**config.mk**
```make
export PLATFORM = sky130hd
export DESIGN_NAME = led_panel_scanner_flat
export DESIGN_NICKNAME = d
export VERILOG_FILES = /design/src/rtl/led_panel_scanner_if.sv /design/src/rtl/led_panel_scanner.sv /design/src/flat_wrapper.sv
export SDC_FILE = /design/constraint.sdc
export NUM_CORES = 1
export LEC_CHECK = 0
export CORE_MARGIN = 10
export CORE_UTILIZATION = 45
export CTS_CLUSTER_DIAMETER = 200
export DETAILED_ROUTE_END_ITERATION = 10
export HOLD_SLACK_MARGIN = 0.03
export PLACE_DENSITY = 0.67
export SETUP_SLACK_MARGIN = 0.05
export SLEW_MARGIN = 20
export SYNTH_ARGS = -nofsm -noshare
export SYNTH_HDL_FRONTEND = slang
export SYNTH_SLANG_ARGS = --single-unit
export TNS_END_PERCENT = 5
```
**constraint.sdc**
```tcl
create_clock -name clk -period 3.8 [get_ports clk]
set_input_delay 0.57 -clock clk [delete_from_list [all_inputs] [get_ports clk]]
set_output_delay 0.57 -clock clk [all_outputs]
set_load 0.1 [all_outputs]
```
**src/rtl/led_panel_scanner_if.sv**
```systemverilog
// Frame-store read port and HUB75 panel pins of led_panel_scanner.
// master = scanner side, slave = frame store / panel side.
interface led_panel_scanner_if;
  logic [5:0]  row_addr;
  logic [63:0] row_data;
  logic        panel_clk;
  logic        panel_dat_top;
  logic        panel_dat_bot;
  logic        panel_lat;
  logic        panel_oe_n;
  logic [4:0]  panel_addr;

  // row_data is the word addressed by the previous cycle's row_addr.
  // The read port has no valid/ready: the scanner assumes a fixed one-cycle latency.
  modport master (
    output row_addr,
    input  row_data,
    output panel_clk,
    output panel_dat_top,
    output panel_dat_bot,
    output panel_lat,
    output panel_oe_n,
    output panel_addr
  );

  modport slave (
    input  row_addr,
    output row_data,
    input  panel_clk,
    input  panel_dat_top,
    input  panel_dat_bot,
    input  panel_lat,
    input  panel_oe_n,
    input  panel_addr
  );
endinterface

```
**src/rtl/led_panel_scanner.sv**
```systemverilog
// Scans a 64x64 single-colour frame onto a 1/32-scan HUB75 panel, one row pair at a time.
// Define LED_TESTPAT_EN to let test_mode substitute a checkerboard for the frame data.
module led_panel_scanner #(
  parameter int CLK_DIV = 2,
  parameter int OE_HOLD = 256
) (
  input  logic                clk,
  input  logic                rst_n,
  input  logic                test_mode,
  output logic                frame_sync,
  output logic [2:0]          dbg_state,
  led_panel_scanner_if.master bus
);

  localparam int DIV_W = (CLK_DIV > 1) ? $clog2(CLK_DIV) : 1;
  localparam int OE_W  = (OE_HOLD > 1) ? $clog2(OE_HOLD) : 1;
  localparam logic [DIV_W-1:0] DIV_LAST = DIV_W'(CLK_DIV - 1);
  localparam logic [OE_W-1:0]  OE_LAST  = OE_W'(OE_HOLD - 1);

  typedef enum logic [2:0] {
    S_FETCH_TOP = 3'd0,
    S_FETCH_BOT = 3'd1,
    S_CAPTURE   = 3'd2,
    S_SHIFT     = 3'd3,
    S_LATCH     = 3'd4,
    S_DISPLAY   = 3'd5
  } state_t;

  state_t           state_q, state_d;
  logic [4:0]       row_q, row_d;
  logic [5:0]       col_q, col_d;
  logic             phase_q, phase_d;
  logic [DIV_W-1:0] div_q, div_d;
  logic [OE_W-1:0]  oe_cnt_q, oe_cnt_d;
  logic [63:0]      top_buf_q, top_buf_d;
  logic [63:0]      bot_buf_q, bot_buf_d;
  logic [5:0]       row_addr_q, row_addr_d;
  logic             pclk_q, pclk_d;
  logic             dat_top_q, dat_top_d;
  logic             dat_bot_q, dat_bot_d;
  logic             lat_q, lat_d;
  logic             oe_n_q, oe_n_d;
  logic [4:0]       paddr_q, paddr_d;
  logic             fsync_q, fsync_d;
  logic [63:0]      load_word;
  logic [5:0]       col_dec;

  // Top row r and bottom row r+32 share parity, so one pattern word serves both.
`ifdef LED_TESTPAT_EN
  logic [63:0] pattern;
  assign pattern   = row_q[0] ? 64'h5555_5555_5555_5555 : 64'hAAAA_AAAA_AAAA_AAAA;
  assign load_word = test_mode ? pattern : bus.row_data;
`else
  logic unused_test_mode;
  assign unused_test_mode = test_mode;
  assign load_word        = bus.row_data;
`endif

  assign col_dec = col_q - 6'd1;

  always_comb begin
    state_d    = state_q;
    row_d      = row_q;
    col_d      = col_q;
    phase_d    = phase_q;
    div_d      = div_q;
    oe_cnt_d   = oe_cnt_q;
    top_buf_d  = top_buf_q;
    bot_buf_d  = bot_buf_q;
    row_addr_d = row_addr_q;
    pclk_d     = pclk_q;
    dat_top_d  = dat_top_q;
    dat_bot_d  = dat_bot_q;
    lat_d      = 1'b0;
    oe_n_d     = oe_n_q;
    paddr_d    = paddr_q;
    fsync_d    = 1'b0;
    case (state_q)
      S_FETCH_TOP: begin
        state_d    = S_FETCH_BOT;
        row_addr_d = {1'b1, row_q};
      end
      S_FETCH_BOT: begin
        state_d   = S_CAPTURE;
        top_buf_d = load_word;
      end
      S_CAPTURE: begin
        // Bottom word is still on row_data here, so column 63 is taken from it directly.
        state_d   = S_SHIFT;
        bot_buf_d = load_word;
        col_d     = 6'd63;
        phase_d   = 1'b0;
        div_d     = '0;
        pclk_d    = 1'b0;
        dat_top_d = top_buf_q[63];
        dat_bot_d = load_word[63];
      end
      S_SHIFT: begin
        if (div_q == DIV_LAST) begin
          div_d = '0;
          if (!phase_q) begin
            phase_d = 1'b1;
            pclk_d  = 1'b1;
          end else begin
            phase_d = 1'b0;
            pclk_d  = 1'b0;
            if (col_q == 6'd0) begin
              state_d = S_LATCH;
              lat_d   = 1'b1;
              paddr_d = row_q;
            end else begin
              col_d     = col_dec;
              dat_top_d = top_buf_q[col_dec];
              dat_bot_d = bot_buf_q[col_dec];
            end
          end
        end else begin
          div_d = div_q + DIV_W'(1);
        end
      end
      S_LATCH: begin
        state_d  = S_DISPLAY;
        oe_n_d   = 1'b0;
        oe_cnt_d = '0;
      end
      S_DISPLAY: begin
        if (oe_cnt_q == OE_LAST) begin
          state_d    = S_FETCH_TOP;
          oe_n_d     = 1'b1;
          row_d      = row_q + 5'd1;
          row_addr_d = {1'b0, row_q + 5'd1};
          fsync_d    = (row_q == 5'd31);
        end else begin
          oe_cnt_d = oe_cnt_q + OE_W'(1);
        end
      end
      default: state_d = S_FETCH_TOP;
    endcase
  end

  always_ff @(posedge clk) begin
    if (!rst_n) begin
      state_q    <= S_FETCH_TOP;
      row_q      <= '0;
      col_q      <= '0;
      phase_q    <= 1'b0;
      div_q      <= '0;
      oe_cnt_q   <= '0;
      top_buf_q  <= '0;
      bot_buf_q  <= '0;
      row_addr_q <= '0;
      pclk_q     <= 1'b0;
      dat_top_q  <= 1'b0;
      dat_bot_q  <= 1'b0;
      lat_q      <= 1'b0;
      oe_n_q     <= 1'b1;
      paddr_q    <= '0;
      fsync_q    <= 1'b0;
    end else begin
      state_q    <= state_d;
      row_q      <= row_d;
      col_q      <= col_d;
      phase_q    <= phase_d;
      div_q      <= div_d;
      oe_cnt_q   <= oe_cnt_d;
      top_buf_q  <= top_buf_d;
      bot_buf_q  <= bot_buf_d;
      row_addr_q <= row_addr_d;
      pclk_q     <= pclk_d;
      dat_top_q  <= dat_top_d;
      dat_bot_q  <= dat_bot_d;
      lat_q      <= lat_d;
      oe_n_q     <= oe_n_d;
      paddr_q    <= paddr_d;
      fsync_q    <= fsync_d;
    end
  end

  assign bus.row_addr      = row_addr_q;
  assign bus.panel_clk     = pclk_q;
  assign bus.panel_dat_top = dat_top_q;
  assign bus.panel_dat_bot = dat_bot_q;
  assign bus.panel_lat     = lat_q;
  assign bus.panel_oe_n    = oe_n_q;
  assign bus.panel_addr    = paddr_q;
  assign frame_sync        = fsync_q;
  assign dbg_state         = state_q;

endmodule
```
**src/flat_wrapper.sv**
```systemverilog
// flat-port wrapper written by rule: the top's interface ports become plain ports
module led_panel_scanner_flat 
#(
  parameter int CLK_DIV = 2,
  parameter int OE_HOLD = 256
)
  (clk, rst_n, test_mode, frame_sync, dbg_state, bus_row_addr, bus_row_data, bus_panel_clk, bus_panel_dat_top, bus_panel_dat_bot, bus_panel_lat, bus_panel_oe_n, bus_panel_addr);
  led_panel_scanner_if bus_i ();
  input  logic clk;
  input  logic rst_n;
  input  logic test_mode;
  output logic frame_sync;
  output logic [2:0] dbg_state;
  output wire logic [$bits(bus_i.row_addr)-1:0] bus_row_addr;
  input wire logic [$bits(bus_i.row_data)-1:0] bus_row_data;
  output wire logic [$bits(bus_i.panel_clk)-1:0] bus_panel_clk;
  output wire logic [$bits(bus_i.panel_dat_top)-1:0] bus_panel_dat_top;
  output wire logic [$bits(bus_i.panel_dat_bot)-1:0] bus_panel_dat_bot;
  output wire logic [$bits(bus_i.panel_lat)-1:0] bus_panel_lat;
  output wire logic [$bits(bus_i.panel_oe_n)-1:0] bus_panel_oe_n;
  output wire logic [$bits(bus_i.panel_addr)-1:0] bus_panel_addr;
  assign bus_row_addr = bus_i.row_addr;
  assign bus_i.row_data = bus_row_data;
  assign bus_panel_clk = bus_i.panel_clk;
  assign bus_panel_dat_top = bus_i.panel_dat_top;
  assign bus_panel_dat_bot = bus_i.panel_dat_bot;
  assign bus_panel_lat = bus_i.panel_lat;
  assign bus_panel_oe_n = bus_i.panel_oe_n;
  assign bus_panel_addr = bus_i.panel_addr;
  led_panel_scanner #(.CLK_DIV(CLK_DIV), .OE_HOLD(OE_HOLD)) u_core (.clk(clk), .rst_n(rst_n), .test_mode(test_mode), .frame_sync(frame_sync), .dbg_state(dbg_state), .bus(bus_i));
endmodule
```
* After elaboration in Yosys (flattened, before gate mapping)
Index checks and enable logic that the tools add are counted.
** Storage, ports and cells
- Word-level logic and storage cells :: 81
- Register bits after elaboration :: 168
- Output and inout port bits :: 20
- Bits of input ports :: 67
** Cells by class
- Mux-type cells :: 33
- Equal/unequal tests :: 13
- Order comparisons :: 1
- Reduce and logical (&&, ||, !) cells :: 15
- Add/sub/neg operators :: 4
** Operators with widths (number)
- $mux 6 :: 4
- $pmux 6 s2 :: 2
- $pmux 3 s6 :: 1
- $pmux 8 s2 :: 1
- $reduce_and 4->1 :: 4
- $mux 1 :: 13
- $bmux 1 s6 :: 2
- $mux 3 :: 4
- $pmux 1 s2 :: 5
- $reduce_and 2->1 :: 5
- $add 8x1->8 const B :: 1
- $eq 8x8->1 const B :: 1
- $mux 8 :: 1
- $ne 2x1->1 const B :: 4
- $lt 6x7->1 const B :: 1
- $eq 3x2->1 const B :: 2
- $eq 3x3->1 const B :: 2
- $logic_not 6->1 :: 1
- $reduce_bool 2->1 :: 3
- $sub 6x1->6 const B :: 1
- $add 5x1->5 const B :: 1
- $eq 5x5->1 const B :: 1
- $ne 2x2->1 const B :: 2
- $eq 3x1->1 const B :: 1
- 3 further kinds :: 3

* Depth between registers and ports, before layout
Gate-level depths: netlist of run 1.
- Depth in word-level cells :: 7
- Mapped depth :: 12
- Gate-level depth less buffers :: 8

* Worst setup path before layout of run 1
No wires, ideal clock.
- Kind :: reg-to-reg
- From :: reg u_core.col_q[0]
- To :: reg u_core.dat_top_q, in the netlist u_core.bus.panel_dat_top
- Stages on the path, launching flop included :: 12
- Slack :: 0.862 ns
- Library setup time :: 0.140 ns
- Arrival time :: 2.798 ns
- Clock period less this slack :: 2.938 ns
- Path through :: dfxtp_1 buf_6 buf_4 clkinv_1 ha_1 buf_2 clkbuf_1 mux4_2 mux2i_1 nor3_1 a2111oi_0 a311oi_1
** On the way
- Word-level cells in the longest chain between the ends :: 7
- Elaborated cells between the ends (all ways) :: 10
** RTL lines
- from (decl) :: RTL line led_panel_scanner.sv:31 : logic [5:0] col_q, col_d;
- from (signal assigned) :: RTL line led_panel_scanner.sv:162 : col_q <= col_d;
- $sub 6x1->6 :: RTL line led_panel_scanner.sv:59 : assign col_dec = col_q - 6'd1;
- $bmux 1 s6 :: RTL line led_panel_scanner.sv:113 : dat_top_d = top_buf_q[col_dec];
- $mux 1 (not written as such) :: RTL line led_panel_scanner.sv:113
- $mux 1 :: RTL line led_panel_scanner.sv:107 : if (col_q == 6'd0) begin
- $mux 1 :: RTL line led_panel_scanner.sv:101 : if (!phase_q) begin
- $mux 1 :: RTL line led_panel_scanner.sv:99 : if (div_q == DIV_LAST) begin
- $pmux 1 s2 :: RTL line led_panel_scanner.sv:78 : case (state_q)
- to (signal assigned) :: RTL line led_panel_scanner.sv:170 : dat_top_q <= dat_top_d;
- to (decl) :: RTL line led_panel_scanner.sv:39 : logic dat_top_q, dat_top_d;
Several ways; a longest one is shown, not always the timed one. The select of a mux whose other input is x is not followed.
A chain may end at the register's enable or synchronous reset.

* Final worst setup path of run 1
- From :: reg u_core.state_q[0], in the netlist u_core.dbg_state[0]
- To :: out dbg_state[0]
** RTL lines
- from (decl) :: RTL line led_panel_scanner.sv:29 : state_t state_q, state_d;
- from (signal assigned) :: RTL line led_panel_scanner.sv:160 : state_q <= state_d;
- to (decl) :: RTL line flat_wrapper.sv:13 : output logic [2:0] dbg_state;
No word-level cell between the ends.

==> summary.md, run 1 <==
| Metric | Value |
|---|---|
| Outcome | complete, no violations |
| TritonCTS Sinks | about 170 |
| Flop and latch count out of synthesis | 168 |
| Routability Congestion | 0.8083 |
| Max Buffers Root-to-Sink | 2 |
| Hold_ws | 0.4522 ns |
| Root Buffer | clkbuf_16 |
| Die Area | 0.02163 mm² |
| DR DRC count | 0 |
| Die height | 147.1 µm |
| Ports | 87 |
| First-pass GRT wire length | 29780 µm |
| Core Area | 0.01583 mm² |
| Sequential element share of the synthesized area | 0.4630 |
| Slowest CP cell | clkdlybuf4s50_1 |
| Vias in the first global route | 5796 |
| Final period util | 0.7765 |
| Die span in x | roughly 150 µm |
| Final wirelength | 17950 µm |
| Bufs and invs on worst path | 1 |
| Clk_skew | 0.006477 ns |
| Total grt overflow | 0 |
| H-tree levels | 4 |
| Antenna violations before repair | 0 |
| Setup bufs post-CTS | 0 |
| GRT busiest layer | met2 |
| Critical path peak fanout | 17 |
| Crit. End Element | output port |
| Syn Std Cell Area | about 0.0073 mm² |
| Number of antenna diodes | 0 |
| Synth cell types | 48 |
| Max IR drop VDD | 0.3468 mV |
| Least-Margin Pin Slew | 1.030 ns |
| Post-synth EDFFs | 0 |
| Register clock-pin slew on the reported worst setup and hold paths | 0.06 ns |
| Synthesis-to-layout area growth | 22.25% |
| Final hold vios | 0 |
| Pwr dens | ~500 mW/mm² |
| Final #Nets | 970 |
| Area share of and/or/nand/nor cells after synthesis | 0.2105 |
| Final setup violation count | 0 |
| Peak Freq | roughly 340 MHz |
| Post-Synth XOR/XNOR Area | 0.02170 |
| HPWL after detailed placement | 11980 µm |
| Starting Density | 0.4590 |
| Met1 Use GR | 0.2205 |
| Slowest stage delay, CP | 1.25 ns |
| Compound-Gate Fraction of Synth Area | 0.1271 |
| Largest net degree at the start of global routing | a little over 70 |
| Fraction of layout cells with a size suffix above 1 | 0.1010 |
| Post-synthesis cell count | 841 |
| Rel. slew slack | 0.3132 |
| Register cell area after layout | 0.003363 mm² |
| Avg Cell Area, Syn | about 8.6 µm² |
| Syn. warnings | 0 |
| Largest family of logic cells by synthesized area | simple AND/OR/NAND/NOR gates |
| CP Cell Sequence | clkdlybuf4s50_1 |
| RSZ-0062 raised after global routing | no |
| Met3 Use GR | 0.03747 |
| Mapped Nets | 913 |
| Drt wl/cell | 15.93 µm |
| Design Power | 0.004437 W |
| IO buf count | 85 |
| Ys flop type | dfxtp_1 |
| Hold WC Path Type | reg -> reg |
| Fin crit period | about 3.0 ns |
| Layout fillers | between 1000 and 1500 |
| Critical Path RT | 3.23 ns |
| Worst-Skew Late Latency | 0.43 ns |
| Setup TNS | 0 ns |
| Via count | 5982 |
| First-pass detailed-route iteration total | 5 |
| Data arrival, critical path | 2.38 ns |
| Pins Over Slew Limit | 0 |
| Cell family with most CP delay | buffers and inverters |
| CTS Buf Count | 17 |
| Crit Path Category | reg -> out |
| Max Cap Viol | 0 |
| Multi-input gate area | between 0.003 and 0.004 mm² |
| CP startpoint kind | register |
| Multiplexer share of the synthesized area | 0.1328 |
| Ys async rst share | 0 |
| Gr usage total | 0.1669 |
| CTS tree | built |
| # rows | 46 |
| M2 GR Usage | 0.2665 |
| Initial DRC count | roughly 420 |
| DR vias/cell | 5.308 |
| Post-CTS Resized | 0 |
| P_leak | 3.119 nW |
| Hold_buf cts | 0 |
| Adder-cell share of the synthesized area | 0.008612 |
| Remaining antenna violation count | 0 |
final cells by class:
type,count,share of cell area
multi-input cells,609,0.4124
flip-flops and latches,168,0.3787
repair buffers,97,0.1074
clock buffers,18,0.04945
well taps,216,0.03043
clock inverters,14,0.01930
inverters,5,0.002395
per-stage QoR:
| step | worst slack, ns | instances | cell area, µm² | util |
|---|---|---|---|---|
| floorplan | 0.8615 | 841 | 7264 | - |
| global placement | 0.8816 | 1095 | 8270 | 0.5225 |
| detailed placement | 0.8920 | 1095 | 8270 | 0.5225 |
| CTS | 0.8479 | 1127 | 8881 | 0.5611 |
| global route | 0.7483 | 1127 | 8881 | 0.5611 |
| finish | 0.8491 | 1127 | 8881 | 0.5611 |
kinds of logic after synthesis:
group,count (synthesis)
multiplexers,51
XOR/XNOR,15
flip-flops,168
buffers and inverters,64
AO/OA/AOI/OAI,171
AND/OR/NAND/NOR,367
adder cells (fa/ha/maj),5
cells in the final DEF, fill, tap and decap left out, types with 6 or more instances in the layout:
cell type        netlist  layout
o21ai_0                8       8
mux4_2                31      31
xor2_1                 8       7
clkdlybuf4s50_1        0      85
mux2i_1               15      15
nor3b_1                6       6
nor3_1                10      10
a21oi_1              139     139
buf_4                  3      11
clkbuf_16              0      17
nand3_1                6       6
dfxtp_1              168     168
nor2_1                38      36
a211oi_1               8       8
nand2_1              275     275
cells in the mapped netlist, types with 5 or more instances:
library cell / number / area, µm²
nand2_1: 275 / 1032
dfxtp_1: 168 / 3363
a21oi_1: 139 / 695.7
clkbuf_1: 43 / 161.4
nor2_1: 38 / 142.6
mux4_2: 31 / 698.2
mux2i_1: 15 / 150.1
nor3_1: 10 / 50.05
a211oi_1: 8 / 60.06
buf_1: 8 / 30.03
o21ai_0: 8 / 40.04
xor2_1: 8 / 70.07
nand3_1: 6 / 30.03
nor3b_1: 6 / 45.04
a311oi_1: 5 / 43.79
ha_1: 5 / 62.56
nand2b_1: 5 / 31.28
or2_2: 5 / 31.28
xnor2_1: 5 / 43.79
report_power, final:
group	switching, W	internal, W	total [W]
sequential	0.0000668	0.00186	0.00193
clock	0.000723	0.00105	0.00178
combinational	0.000432	0.000301	0.000732
total	0.00122	0.00322	0.00444
sequential cells by signal, summed over array words and instances (netlist names), 3 cells and up:
name,flops
u_core.dbg_state,3
u_core.oe_cnt_q,8
u_core.col_q,6
u_core.bot_buf_q,64
u_core.row_q,5
u_core.bus.panel_addr,5
u_core.bus.row_addr,6
u_core.top_buf_q,64
per-layer routing:
layer,up-vias,share of wire
met5,-,0
met4,0,0.011
met3,18,0.046
met2,134,0.48
met1,2841,0.47
li1,2989,-
path summary, 6_finish.rpt:
check	from	end	slack, ns	cells after the start
worst max-delay path	u_core.dbg_state[0]	dbg_state[0]	0.85	1
worst min-delay path	u_core.top_buf_q[14]	u_core.top_buf_q[14]	0.45	2
worst min register to register	u_core.top_buf_q[14]	u_core.top_buf_q[14]	0.45	2
worst max register to register	u_core.col_q[0]	u_core.bus.panel_dat_top	0.90	9
(Power assumes the default switching activity.)
==> inputs of run 2 (changes only) <==
==> constraint.sdc (replaced) <==
create_clock -name clk -period 2.9 [get_ports clk]
set_input_delay 0.435 -clock clk [delete_from_list [all_inputs] [get_ports clk]]
set_output_delay 0.435 -clock clk [all_outputs]
set_load 0.1 [all_outputs]
==> summary.md, run 2 (same netlist as run 1, synthesis figures left out) <==
| Metric | Value |
|---|---|
| Crit. End Element | register |
| First-pass detailed-route iteration total | 4 |
| Total grt overflow | 0 |
| Least-Margin Pin Slew | between 0.6 and 0.7 ns |
| Drt wl/cell | 16.12 µm |
| Setup bufs post-CTS | 0 |
| Synthesis-to-layout area growth | 23.44% |
| # rows | 46 |
| Fin crit period | 2.676 ns |
| Root Buffer | clkbuf_16 |
| Final setup violation count | 0 |
| Final wirelength | 18340 µm |
| Rel. slew slack | 0.5386 |
| Max Cap Viol | 0 |
| Hold WC Path Type | reg -> reg |
| Pwr dens | 657.7 mW/mm² |
| IO buf count | 85 |
| Vias in the first global route | between 5000 and 6000 |
| Remaining antenna violation count | 0 |
| DR DRC count | 0 |
| Outcome | complete, no violations |
| Fraction of layout cells with a size suffix above 1 | 0.1334 |
| Clk_skew | roughly 0.0074 ns |
| Ports | 87 |
| Die height | 147.1 µm |
| Hold_buf cts | 0 |
| CP startpoint kind | register |
| P_leak | 3.227 nW |
| CTS tree | built |
| Die span in x | 147.1 µm |
| Layout fillers | 1455 |
| Number of antenna diodes | 0 |
| Setup TNS | 0 ns |
| Antenna violations before repair | 0 |
| Peak Freq | 373.7 MHz |
| Pins Over Slew Limit | 0 |
| Critical path peak fanout | 8 |
| Data arrival, critical path | 2.98 ns |
| CTS Buf Count | 17 |
| DR vias/cell | around 5.3 |
| Die Area | approximately 0.022 mm² |
| Most common cell after layout, fill and taps aside | nand2_1 |
| HPWL after detailed placement | 12560 µm |
| Final hold vios | 0 |
| Final period util | 0.9226 |
| Initial DRC count | between 300 and 400 |
| Gr usage total | 0.1683 |
| Final #Nets | 981 |
| First-pass GRT wire length | 29680 µm |
| Final worst setup slack | 0.2244 ns |
| Largest net degree at the start of global routing | between 50 and 60 |
| Max IR drop VDD | 0.4894 mV |
| Crit Path Category | reg -> reg |
| Commonest non-fill, non-tap cells in the layout | nand2_1, dfxtp_1, a21oi_1 |
| Post-place setup slack | 0.2302 ns |
| Via count | just over 6000 |
| RSZ-0062 raised after global routing | no |
| Fin area | 0.008967 mm² |
| Top Registers | u_core.bot_buf_q: 64 flops, u_core.top_buf_q: 64 flops, u_core.oe_cnt_q: 8 flops |
| Max Buffers Root-to-Sink | 2 |
| Routability Congestion | 0.8192 |
| Critical Path RT | 3.20 ns |
| Register clock-pin slew on the reported worst setup and hold paths | 0.07 ns |
| Worst-Skew Late Latency | approximately 0.43 ns |
| Core Area | roughly 0.016 mm² |
| Placed inst area | 0.008341 mm² |
| H-tree levels | 4 |
| Starting Density | 0.4590 |
| TritonCTS Sinks | 168 |
[run 2: cell types whose count changed in the layout (fill, tap and decap cells not counted), sizes merged]
cell	delta
buf	+31
clkdlybuf4s50	-20
inv	+4
clkinv	-3
clkinvlp	-1
[run 2: where the power goes]
part | switching (W) | internal, W
combinational | 0.000576 | 0.000422
clock | 0.000976 | 0.00140
sequential | 0.0000857 | 0.00244
[run 2: timing repair]
item	in CTS	in global routing
endpoints found under the hold margin	0	0
gates resized for setup	0	1
setup endpoints to repair	0	1
[run 2: per-layer routing]
metal  routed length [µm]  GRT usage
met3                  845    0.04208
met2                 8661     0.2631
met1                 8551     0.2221
met4                  285    0.05699
met5                    0          0
[run 2: layout make-up]
cell class / count / area, µm² / share of cell area
Clock buffer: 18 / 439.2 / 0.04897
Clock inverter: 14 / 186.4 / 0.02079
Inverter: 5 / 21.27 / 0.002372
Multi-Input combinational cell: 609 / 3664 / 0.4085
Sequential cell: 168 / 3363 / 0.3751
Tap cell: 216 / 270.3 / 0.03014
Timing Repair Buffer: 108 / 1023 / 0.1141
[run 2: final timing paths]
kind / slack [ns] / startpoint / cells past startpoint / end
max: 0.22 / u_core.col_q[0] / 11 / u_core.bus.panel_dat_bot
min: 0.45 / u_core.bot_buf_q[12] / 2 / u_core.bot_buf_q[12]
max reg2reg: 0.22 / u_core.col_q[0] / 11 / u_core.bus.panel_dat_bot
min reg2reg: 0.45 / u_core.bot_buf_q[12] / 2 / u_core.bot_buf_q[12]
[run 2: through the flow]
step	hold slack, ns	instances	total power (W)	util
after floorplan	0.4315	841	0.003228	-
after global placement	0.4373	1106	0.003561	0.5270
final	0.4511	1138	0.005898	0.5666
after CTS	0.4549	1138	0.005966	0.5665
after detailed placement	0.4460	1106	0.003574	0.5270
after global routing	0.4716	1138	0.006151	0.5666
[run 2: worst max-delay path, stage by stage (launching register included)]
cell,delay (ns)
dfxtp_1,0.33
clkinv_1,0.10
buf_4,0.17
ha_1,0.27
xor2_2,0.26
buf_4,0.23
buf_4,0.21
mux4_2,0.31
mux2i_1,0.23
nor3_1,0.08
nor4_2,0.26
a211oi_1,0.10
